<file path="src/rtl/mem_arbiter.sv">
// mem_arbiter: shared SRAM arbiter between instruction fetch and MEM data port.
// Optional MEM_ARB_RD_WAIT_EN adds one RD_WAIT cycle to every read.
module mem_arbiter #(
    parameter int ADDR_W = 16,
    parameter int DATA_W = 16
) (
    input  logic              clk,
    input  logic              rst,
    input  logic              if_req_i,
    input  logic [ADDR_W-1:0] if_addr_i,
    output logic              if_ack_o,
    output logic [DATA_W-1:0] if_rdata_o,
    input  logic              mem_req_i,
    input  logic              mem_we_i,
    input  logic [ADDR_W-1:0] mem_addr_i,
    input  logic [DATA_W-1:0] mem_wdata_i,
    output logic              mem_ack_o,
    output logic [DATA_W-1:0] mem_rdata_o,
    output logic              stall_req_o,
    output logic              ram_ce_n_o,
    output logic              ram_oe_n_o,
    output logic              ram_we_n_o,
    output logic [ADDR_W-1:0] ram_addr_o,
    output logic [DATA_W-1:0] ram_wdata_o,
    output logic              ram_wdata_en_o,
    input  logic [DATA_W-1:0] ram_rdata_i
);

    typedef enum logic [2:0] {
        S_IDLE,
        S_RD,
`ifdef MEM_ARB_RD_WAIT_EN
        S_RD_WAIT,
`endif
        S_WR_SETUP,
        S_WR_PULSE,
        S_WR_HOLD,
        S_ACK
    } state_t;

    state_t state;
    logic   owner_mem;

    // Pipeline stalls while any request has not yet been acknowledged.
    assign stall_req_o = (if_req_i & ~if_ack_o) | (mem_req_i & ~mem_ack_o);

    // Arbitration FSM; strobes, address, data and acks are all registered.
    always_ff @(posedge clk or negedge rst) begin
        if (!rst) begin
            state          <= S_IDLE;
            owner_mem      <= 1'b0;
            if_ack_o       <= 1'b0;
            mem_ack_o      <= 1'b0;
            if_rdata_o     <= '0;
            mem_rdata_o    <= '0;
            ram_ce_n_o     <= 1'b1;
            ram_oe_n_o     <= 1'b1;
            ram_we_n_o     <= 1'b1;
            ram_addr_o     <= '0;
            ram_wdata_o    <= '0;
            ram_wdata_en_o <= 1'b0;
        end else begin
            if_ack_o  <= 1'b0;
            mem_ack_o <= 1'b0;
            unique case (state)
                S_IDLE: begin
                    ram_ce_n_o     <= 1'b1;
                    ram_oe_n_o     <= 1'b1;
                    ram_we_n_o     <= 1'b1;
                    ram_wdata_en_o <= 1'b0;
                    if (mem_req_i) begin
                        owner_mem   <= 1'b1;
                        ram_addr_o  <= mem_addr_i;
                        ram_wdata_o <= mem_wdata_i;
                        ram_ce_n_o  <= 1'b0;
                        if (mem_we_i) begin
                            ram_wdata_en_o <= 1'b1;
                            state          <= S_WR_SETUP;
                        end else begin
                            ram_oe_n_o <= 1'b0;
                            state      <= S_RD;
                        end
                    end else if (if_req_i) begin
                        owner_mem  <= 1'b0;
                        ram_addr_o <= if_addr_i;
                        ram_ce_n_o <= 1'b0;
                        ram_oe_n_o <= 1'b0;
                        state      <= S_RD;
                    end
                end
`ifdef MEM_ARB_RD_WAIT_EN
                S_RD: begin
                    state <= S_RD_WAIT;
                end
                S_RD_WAIT: begin
                    if (owner_mem) begin
                        mem_rdata_o <= ram_rdata_i;
                        mem_ack_o   <= 1'b1;
                    end else begin
                        if_rdata_o <= ram_rdata_i;
                        if_ack_o   <= 1'b1;
                    end
                    ram_ce_n_o <= 1'b1;
                    ram_oe_n_o <= 1'b1;
                    state      <= S_ACK;
                end
`else
                S_RD: begin
                    if (owner_mem) begin
                        mem_rdata_o <= ram_rdata_i;
                        mem_ack_o   <= 1'b1;
                    end else begin
                        if_rdata_o <= ram_rdata_i;
                        if_ack_o   <= 1'b1;
                    end
                    ram_ce_n_o <= 1'b1;
                    ram_oe_n_o <= 1'b1;
                    state      <= S_ACK;
                end
`endif
                S_WR_SETUP: begin
                    ram_we_n_o <= 1'b0;
                    state      <= S_WR_PULSE;
                end
                S_WR_PULSE: begin
                    ram_we_n_o <= 1'b1;
                    state      <= S_WR_HOLD;
                end
                S_WR_HOLD: begin
                    ram_ce_n_o     <= 1'b1;
                    ram_wdata_en_o <= 1'b0;
                    mem_ack_o      <= 1'b1;
                    state          <= S_ACK;
                end
                S_ACK: begin
                    state <= S_IDLE;
                end
                default: begin
                    state <= S_IDLE;
                end
            endcase
        end
    end

endmodule

</file>
<file path="config.mk">
export PLATFORM = sky130hd
export DESIGN_NAME = mem_arbiter
export DESIGN_NICKNAME = d
export VERILOG_FILES = /design/src/rtl/mem_arbiter.sv
export SDC_FILE = /design/constraint.sdc
export NUM_CORES = 1
export LEC_CHECK = 0
export CORE_MARGIN = 2
export CORE_UTILIZATION = 37
export DETAILED_ROUTE_END_ITERATION = 10
export PLACE_DENSITY = 0.76
export SYNTH_ARGS = -nofsm -noshare
export SYNTH_HDL_FRONTEND = slang
export SYNTH_SLANG_ARGS = --single-unit
export TNS_END_PERCENT = 20
</file>
<file path="constraint.sdc">
create_clock -name clk -period 1.64 [get_ports clk]
set_input_delay 0.492 -clock clk [delete_from_list [all_inputs] [get_ports clk]]
set_output_delay 0.492 -clock clk [all_outputs]
set_load 0.01 [all_outputs]
</file>
==> results of run 1 <==
==> critical path, delay by kind of cell, from the launching register on <==
| family | cells | cell delay (ns) |
|---|---|---|
| muxes | 1 | 0.30 |
| and+or+nand+nor | 1 | 0.25 |
| DFF | 1 | 0.47 |
| buffers and inverters | 3 | 0.49 |
==> power by group through the flow <==
stage	Combinational, mW	Clock (mW)	Sequential, mW
2_1_floorplan	1.69	0	3.69
3_3_place_gp	4.46	0	3.28
3_5_place_dp	4.54	0	3.33
4_1_cts	4.10	1.81	3.26
5_1_grt	4.67	1.89	3.40
6_report	4.35	1.75	3.27
==> sequential cells by signal, indices dropped and copies added, names as in the netlist <==
register,flops
owner_mem,1
ram_we_n_o,1
state,3
ram_addr_o,16
if_ack_o,1
ram_ce_n_o,1
ram_wdata_o,16
ram_oe_n_o,1
ram_wdata_en_o,1
mem_ack_o,1
if_rdata_o,16
mem_rdata_o,16
==> how the worst min path moves through the flow <==
stage | startpoint | end | cells past startpoint
after floorplan | rst | if_ack_o | 0
after global placement | rst | ram_wdata_o[15] | 1
after detailed placement | rst | ram_wdata_o[15] | 1
after CTS | rst | ram_wdata_o[15] | 1
after global routing | rst | ram_wdata_o[15] | 1
final | rst | ram_wdata_o[15] | 1
==> cells by family (layout without fill, tap and decap cells) <==
logic type | count (synthesis) | in the layout
DFF | 74 | 74
muxes | 80 | 80
buffers and inverters | 14 | 187
and+or+nand+nor | 15 | 15
adders and majority gates | 1 | 1
AOI/OAI and AO/OA | 13 | 13
==> timing repair <==
item                                    CTS  global route
setup buffers                             7             2
hold buffers                              0             0
endpoints found under the setup margin  103            46
resized for setup                        89            30
pin swaps                                 0             2
gates cloned                              2             2
==> metrics by stage <==
stage / instances / util, %
3_3_place_gp: 448 / 57.68
6_report: 475 / 62.73
3_5_place_dp: 448 / 57.68
5_1_grt: 475 / 62.73
2_1_floorplan: 197 / -
4_1_cts: 473 / 61.22
==> layout make-up <==
cell class                      count  area [um2]
Fill cell                         656        3032
Multi-Input combinational cell    109        1207
Inverter                            4       15.01
Clock buffer                       11       151.4
Clock inverter                      5       100.1
Timing Repair Buffer              167        1639
Tap cell                          105       131.4
Sequential cell                    74        1858
==> cell usage in the layout (no fill, tap or decap), drive strengths merged <==
master / count
a2bb2oi: 1
dfrtp: 71
clkdlybuf4s15: 2
nand2: 3
a21boi: 2
clkdlybuf4s50: 65
bufinv: 3
nor2: 5
maj3: 1
inv: 4
nand3b: 1
or2b: 2
o22ai: 1
clkbuf: 14
nor4b: 3
buf: 28
o21bai: 1
mux2: 80
clkinv: 2
dfstp: 3
o21ai: 3
dlygate4sd2: 69
a21oi: 5
nor3: 1
==> routing by layer <==
| metal | global-route usage, % | part of all wire [%] |
|---|---|---|
| met5 | 0 | 0 |
| met2 | 27.70 | 50 |
| met3 | 4.743 | 8.8 |
| met1 | 19.44 | 40 |
| met4 | 6.522 | 0.91 |
==> results.md, run 1 <==
- Die Height: 95.21 um
- Area of the core: 0.008134 mm2
- Lkg Pwr: 2.306 nW
- Setup TNS: 0 ns
- Least-Margin Pin Slew: 0.3329 ns
- CTS H-Tree Depth: 3
- Largest net degree at the start of global routing: 36
- HPWL Detailed: 5111 um
- Fin. Hold Viols: 0
- Worst Reg-to-Reg Cells: 5
- Yosys Warn Count: 0
- Synth Area in Adders: 0.3252%
- Post-DR vias/cell: 4.722
- Synth unique cells: 21
- Mux cell area share after synthesis: 29.27%
- Synth area leader: dfrtp_1
- Synth Area in Compound Gates: 2.520%
- Dpl cell area: 0.004692 mm2
- Worst setup path class: reg -> reg
- Startpoint Class: flip-flop
- Fmax: 0.6201 GHz
- Final period utilization: 98.34%
- Avg Synthesized Cell Area: 15.62 um2
- Worst-Skew Late Latency: 0.34 ns
- CP Capture Point: mem_rdata_o[3]
- Share of layout cells above drive strength 1: 38.11%
- Seq cells post-synth: 74
- Clock sinks: 74
- Max-cap violations: 0
- Register area share after synthesis: 60.28%
- Hold Slack: 0.02941 ns
- Io pins: 140
- Simple logic cell fraction of the synthesized area: 4.268%
- Worst path max stage delay: 0.47 ns
- CP Max Fanout: 8
- Post-synth EDFFs: 0
- Worst-path clk slew: 0.08 ns
- RSZ-0062 raised after global routing: yes
- # port buffers: 139
- Total power draw: 9.370 mW
- CP startpoint: state[2]
- Final setup margin: 0.02728 ns
- Status: completed
- Mapped Cells: 197
- Num CTS Buffers: 9
- Tmin final: 1.613 ns
- Post-route antenna net violation count: 0
- Endpoints failing setup: 0
- Mapped cell area: 0.003078 mm2
- CP Cell Sequence: buf_6 -> nor4b_4 -> buf_4 -> clkbuf_16 -> mux2_4
- Final Skew: 0.008797 ns
- Required @ worst endpoint: 1.86 ns
- Critical Path AT: 1.83 ns
- Vias in the first global route: 2317
- Sw Ratio: 30.36%
- Setup slack after placement: -0.5776 ns
- Aggregate global routing overflow: 0
- Flop2flop setup slack: 0.03 ns
- Worst vdd ir: 0.0007723 V
- GR Util All Layers: 16.32%
- Chip width: 95.21 um
- Ys async rst share: 100.0%
- Routability cong.: 0.7136
- Initial core utilization: 37.84%
- Top post-synthesis cells by area: dfrtp_1 58%, mux2_2 29%, dfstp_2 2.6%
- Final layout net count: 434
- Die ar.: 0.009064 mm2
- XOR/XNOR share of the synthesized area: 0%
- Clock Tree Root: clkbuf_8
- Post-Route WL: 7497 um
- First DRT Iteration DRCs: 41
- Clock share of power: 18.7%
- Antenna violations before repair: 0
- Total number of vias: 2243
- Power Density: 1836 mW/mm2
- First-pass GRT wire length: 11340 um
- Psw: 2.845 mW
- Syn_nets: 266
- Design Area, Final: 0.005102 mm2
- Antenna Cells: 0
- Post-synth top flop: dfrtp_1
- Worst flop-to-flop path endpoint: mem_rdata_o[3]
- Slew Limit Fails: 0
- Post-synth top area share: 57.72%
- Area grow syn2layout: 65.77%
- WL/cell: 15.78 um
- Largest family of logic cells by synthesized area: multiplexers
- Sequential share of power: 34.9%
- Max_slew headroom: 77.71%
- Comb pwr share: 46.4%
- Cell at the slowest stage of the critical path: dfrtp_2
- Min-Delay Path Class: in -> async
- Drt first pass iters: 3
- DR DRC count: 0
- CP endpoint kind: flip-flop
- Pint: 6.525 mW
- Most frequent cell after synthesis: mux2_2
- Rows: 33
- Max clock buf depth: 2
- CTS tree: done
- Post-synth top cells: 80 x mux2_2, 71 x dfrtp_1, 5 x a21oi_1, 5 x nor2_1
- FF-to-FF Start: state[2]
Note: power is estimated with default switching activity, not from simulation.
==> run 2, diff against run 1 <==
--- a/config.mk
+++ b/config.mk
@@ -12,4 +12,3 @@
 export SYNTH_ARGS = -nofsm -noshare
 export SYNTH_HDL_FRONTEND = slang
 export SYNTH_SLANG_ARGS = --single-unit
-export TNS_END_PERCENT = 20
==> run 2 against run 1 <==
  * Via count is 0.71% lower
  * Cell count increased by 0.84%
  * Die area did not move
  * Largest power group unchanged
  * Register-to-register slack worse by 0.02 ns
  * Maximum frequency shrank 1.4%
  * Clock power fell by 7%
  * Routed wire length shrank 0.56%
  * Sequential cell count did not move
  * Total power shrank 1.5%
  * First-iteration DRC count is 68% higher
  * Count of clock-buffer cells in the layout rose by 1
==> results.md, run 2 (synthesis gave the netlist of run 1 again) <==
- Tmin final: 1.636 ns
- CP endpoint kind: primary output
- Hold Slack: 0.02946 ns
- CTS H-Tree Depth: 3
- Drt first pass iters: 4
- Antenna violations before repair: 0
- First DRT Iteration DRCs: 69
- Non-filler cells, final: 479
- DR DRC count: 0
- Num CTS Buffers: 9
- Max-cap violations: 0
- Lkg Pwr: 2.307 nW
- Worst setup path class: reg -> out
- Area grow syn2layout: 64.72%
- Post-Route WL: 7455 um
- Worst-Skew Late Latency: 0.34 ns
- Antenna Cells: 0
- Endpoints failing setup: 0
- Least-Margin Pin Slew: 0.3600 ns
- HPWL Detailed: 5474 um
- Area of the core: 0.008134 mm2
- Commonest non-fill, non-tap cell in the layout: dfrtp_1
- Min-Delay Path Class: in -> async
- Final Skew: 0.005647 ns
- First-pass GRT wire length: 11230 um
- Share of layout cells above drive strength 1: 39.04%
- CTS tree: done
- Worst-path clk slew: 0.08 ns
- Io pins: 140
- Aggregate global routing overflow: 0
- Setup TNS: 0 ns
- Final layout net count: 438
- Chip width: 95.21 um
- Design Area, Final: 0.005070 mm2
- Dpl cells: 452
- Die Height: 95.21 um
- Final setup margin: 0.004042 ns
- Worst vdd ir: 0.0007903 V
- Max clock buf depth: 2
- Final Core Density: 62.33%
- CP startpoint: if_ack_o
- Slew Limit Fails: 0
- Fin. Hold Viols: 0
- GR Util All Layers: 16.37%
- Setup slack after placement: -0.5811 ns
- Total number of vias: 2227
- Required @ worst endpoint: 1.15 ns
- Vias in the first global route: 2290
- Clock sinks: 74
- Power Density: 1821 mW/mm2
- Post-DR vias/cell: 4.649
- Die ar.: 0.009064 mm2
- Status: completed
- FILL cells: 679
- Rows: 33
- Dpl cell area: 0.004740 mm2
- Worst flop-to-flop path endpoint: ram_wdata_o[15]
- Critical Path AT: 1.14 ns
- Clock Tree Root: clkbuf_8
- RSZ-0062 raised after global routing: yes
- Startpoint Class: flip-flop
- CP Max Fanout: 2
- Total power draw: 9.232 mW
- Max_slew headroom: 75.90%
- Final period utilization: 99.75%
- Initial core utilization: 37.84%
- Most frequent cells in the layout: 69 x dfrtp_1, 68 x dlygate4sd2_1, 65 x clkdlybuf4s50_1
- Worst Reg-to-Reg Cells: 4
- WL/cell: 15.56 um
- # port buffers: 139
- FF-to-FF Start: state[1]
- Routability cong.: 0.6659
- Post-route antenna net violation count: 0
- Largest net degree at the start of global routing: 34
- Fmax: 0.6113 GHz
- Flop2flop setup slack: 0.004 ns
==> run 2: how the worst max path moves through the flow <==
stage / to / cells after the start / slack (ns)
after floorplan: if_rdata_o[10] / 4 / -0.04
after global placement: stall_req_o / 4 / -0.56
after detailed placement: stall_req_o / 4 / -0.58
after CTS: stall_req_o / 3 / -0.02
after global routing: ram_wdata_o[15] / 4 / -0.05
final: stall_req_o / 3 / 0.004
==> run 2: area by class of cell <==
class                           count  area [um2]  area share, %
Clock buffer                       12       165.2          3.258
Clock inverter                      4       72.57          1.431
Inverter                            4       15.01         0.2962
Multi-Input combinational cell    109        1220          24.06
Sequential cell                    74        1858          36.65
Tap cell                          105       131.4          2.591
Timing Repair Buffer              171        1608          31.71
==> run 2: critical path, stage by stage, from the launching register on <==
cell     delay (ns)
dfrtp_1        0.42
buf_6          0.13
o22ai_2        0.12
buf_2          0.14
==> run 2: what timing repair did <==
action | in CTS | in global routing
gates resized for setup | 87 | 26
buffers inserted | 4 | 5
endpoints found under the hold margin | 0 | 0
pin swaps | 0 | 2
gates cloned | 0 | 2
setup endpoints to repair | 92 | 37
hold buffers | 0 | 0
==> run 2: metal layers <==
layer / vias to the layer above / track usage, % / routed length [um]
li1: 1039 / - / -
met1: 1089 / 19.97 / 3111
met2: 90 / 26.94 / 3534
met3: 9 / 4.743 / 686
met4: 0 / 7.246 / 121
met5: - / 0 / 0
==> run 2: power breakdown <==
group | switching (mW) | internal, mW
clock network | 0.656 | 0.979
logic | 1.71 | 2.63
registers | 0.480 | 2.78
==> run 3, diff against run 2 <==
==> constraint.sdc (replaced) <==
create_clock -name clk -period 1.64 [get_ports clk]
set_input_delay 0.492 -clock clk [delete_from_list [all_inputs] [get_ports clk]]
set_output_delay 0.492 -clock clk [all_outputs]
set_load 0.02 [all_outputs]
==> run 3 against run 2 <==
  * Total power is 7.5% higher
  * Cell count stayed put
  * Setup slack better by 0.032 ns
  * Sequential share of layout area is 0.30 points higher
  * Via count is 0.49% lower
  * Critical path depth is 2 higher
  * First-iteration DRC count is 51% lower
  * Utilization is 0.51 points lower
  * Register-to-register slack better by 0.03 ns
  * Non-clock buffer count stayed put
  * Clock skew is 0.0056 ns higher
  * Maximum frequency is 2.0% higher
==> results.md, run 3 (synthesis gave the netlist of run 1 again) <==
- Status: completed
- Chip width: 95.21 um
- Fmax: 0.6236 GHz
- Setup slack after placement: -0.6378 ns
- CP startpoint: state[2]
- Max_slew headroom: 81.60%
- Share of layout cells above drive strength 1: 38.77%
- Max clock buf depth: 2
- Clock sinks: 74
- Critical Path AT: 1.82 ns
- Worst-path clk slew: 0.09 ns
- Total number of vias: 2216
- HPWL Detailed: 5356 um
- FF-to-FF Start: state[2]
- CP endpoint kind: flip-flop
- Aggregate global routing overflow: 0
- First-pass GRT wire length: 11320 um
- Antenna Cells: 0
- Final period utilization: 97.79%
- Routability cong.: 0.7094
- Area of the core: 0.008134 mm2
- Vias in the first global route: 2254
- Endpoints failing setup: 0
- Num CTS Buffers: 9
- Least-Margin Pin Slew: 0.2760 ns
- Dpl cells: 451
- Rows: 33
- Startpoint Class: flip-flop
- # port buffers: 139
- Post-DR vias/cell: 4.626
- Drt first pass iters: 4
- Final layout net count: 438
- Fin. Hold Viols: 0
- Post-Route WL: 7625 um
- Commonest non-fill, non-tap cell in the layout: dfrtp_1
- CP Max Fanout: 9
- CP Cell Sequence: buf_4 -> nor3_2 -> a21boi_2 -> buf_4 -> mux2_2
- Initial core utilization: 37.84%
- Worst-Skew Late Latency: 0.34 ns
- Die ar.: 0.009064 mm2
- Worst flop-to-flop path endpoint: ram_addr_o[4]
- First DRT Iteration DRCs: 34
- Worst path max stage delay: 0.42 ns
- CTS tree: done
- Non-filler cells, final: 479
- WL/cell: 15.92 um
- CTS H-Tree Depth: 3
- Worst setup path class: reg -> reg
- GR Util All Layers: 16.54%
- Flop2flop setup slack: 0.04 ns
- Clock Tree Root: clkbuf_8
- Final Skew: 0.01125 ns
- Slew Limit Fails: 0
- Worst vdd ir: 0.0009312 V
- FILL cells: 670
- Max-cap violations: 0
- Die Height: 95.21 um
- Power Density: 1974 mW/mm2
- Antenna violations before repair: 0
- Most frequent cells in the layout: 69 x dfrtp_1, 67 x mux2_2, 67 x dlygate4sd2_1
- Worst Reg-to-Reg Cells: 5
- Area grow syn2layout: 63.37%
- Io pins: 140
- Largest net degree at the start of global routing: 35
- Required @ worst endpoint: 1.86 ns
- Cell at the slowest stage of the critical path: dfrtp_2
- Dpl cell area: 0.004720 mm2
- Tmin final: 1.604 ns
- Hold Slack: 0.01993 ns
- Design Area, Final: 0.005029 mm2
- Post-route antenna net violation count: 0
- Final setup margin: 0.03629 ns
- RSZ-0062 raised after global routing: yes
- Lkg Pwr: 2.265 nW
- DR DRC count: 0
- Min-Delay Path Class: in -> async
- Most used cell, CP: buf_4
==> run 3: cell count changes in the layout (fill, tap and decap cells not counted), moves of 2 or more <==
cell	change
buf_2	+2
clkinv_4	+2
mux2_2	+11
mux2_4	-11
clkbuf_8	-3
clkbuf_2	-2
==> run 3: timing repair <==
item / in CTS / in global routing
hold buffers: 0 / 0
buffers inserted: 4 / 4
endpoints found under the setup margin: 103 / 35
resized for setup: 97 / 16
gates cloned: 2 / 2
pin swaps: 2 / 3
==> run 3: worst max-delay path by stage <==
stage	to	slack, ns	cells after the start
floorplan	if_rdata_o[10]	-0.04	4
global placement	stall_req_o	-0.63	4
detailed placement	stall_req_o	-0.64	4
CTS	if_rdata_o[1]	0.004	4
global route	ram_addr_o[0]	-0.02	5
finish	ram_addr_o[4]	0.04	5
==> run 3: report_power, final <==
part	total [mW]	switching [mW]	internal (mW)
Combinational	4.98	2.42	2.57
Clock	1.70	0.680	1.02
Sequential	3.25	0.466	2.78
==> run 3: area by class of cell <==
class                      count  area (um2)  area share [%]
timing repair buffer         171        1604           31.90
sequential                    74        1858           36.95
tap                          105       131.4           2.613
clock inverter                 6       115.1           2.289
multi-input combinational    109        1177           23.41
inverter                       4       15.01          0.2986
clock buffer                  10       127.6           2.538
==> run 3: routing by layer <==
layer | track usage [%] | share of wire, % | vias to the layer above | routed length [um]
met5 | 0 | 0 | - | 0
li1 | - | - | 1039 | -
met4 | 3.986 | 0.84 | 0 | 64
met3 | 7.036 | 10 | 5 | 762
met1 | 19.72 | 41 | 1084 | 3117
met2 | 27.70 | 48 | 88 | 3680
==> run 3: critical path: cells and delay by family, from the launching register on <==
kind                   cells  cell delay [ns]
DFF                        1             0.42
muxes                      1             0.35
buffers and inverters      2             0.34
AOI/OAI and AO/OA          1             0.21
and+or+nand+nor            1             0.18
==> run 3: metrics by stage <==
step	power (mW)	setup TNS (ns)	utilization, %
6_report	9.925	0	61.82
5_1_grt	10.50	-0.1629	61.82
4_1_cts	9.784	0	60.53
3_5_place_dp	8.649	-16.74	58.02
3_3_place_gp	8.507	-15.32	58.02
2_1_floorplan	6.143	-0.5634	-
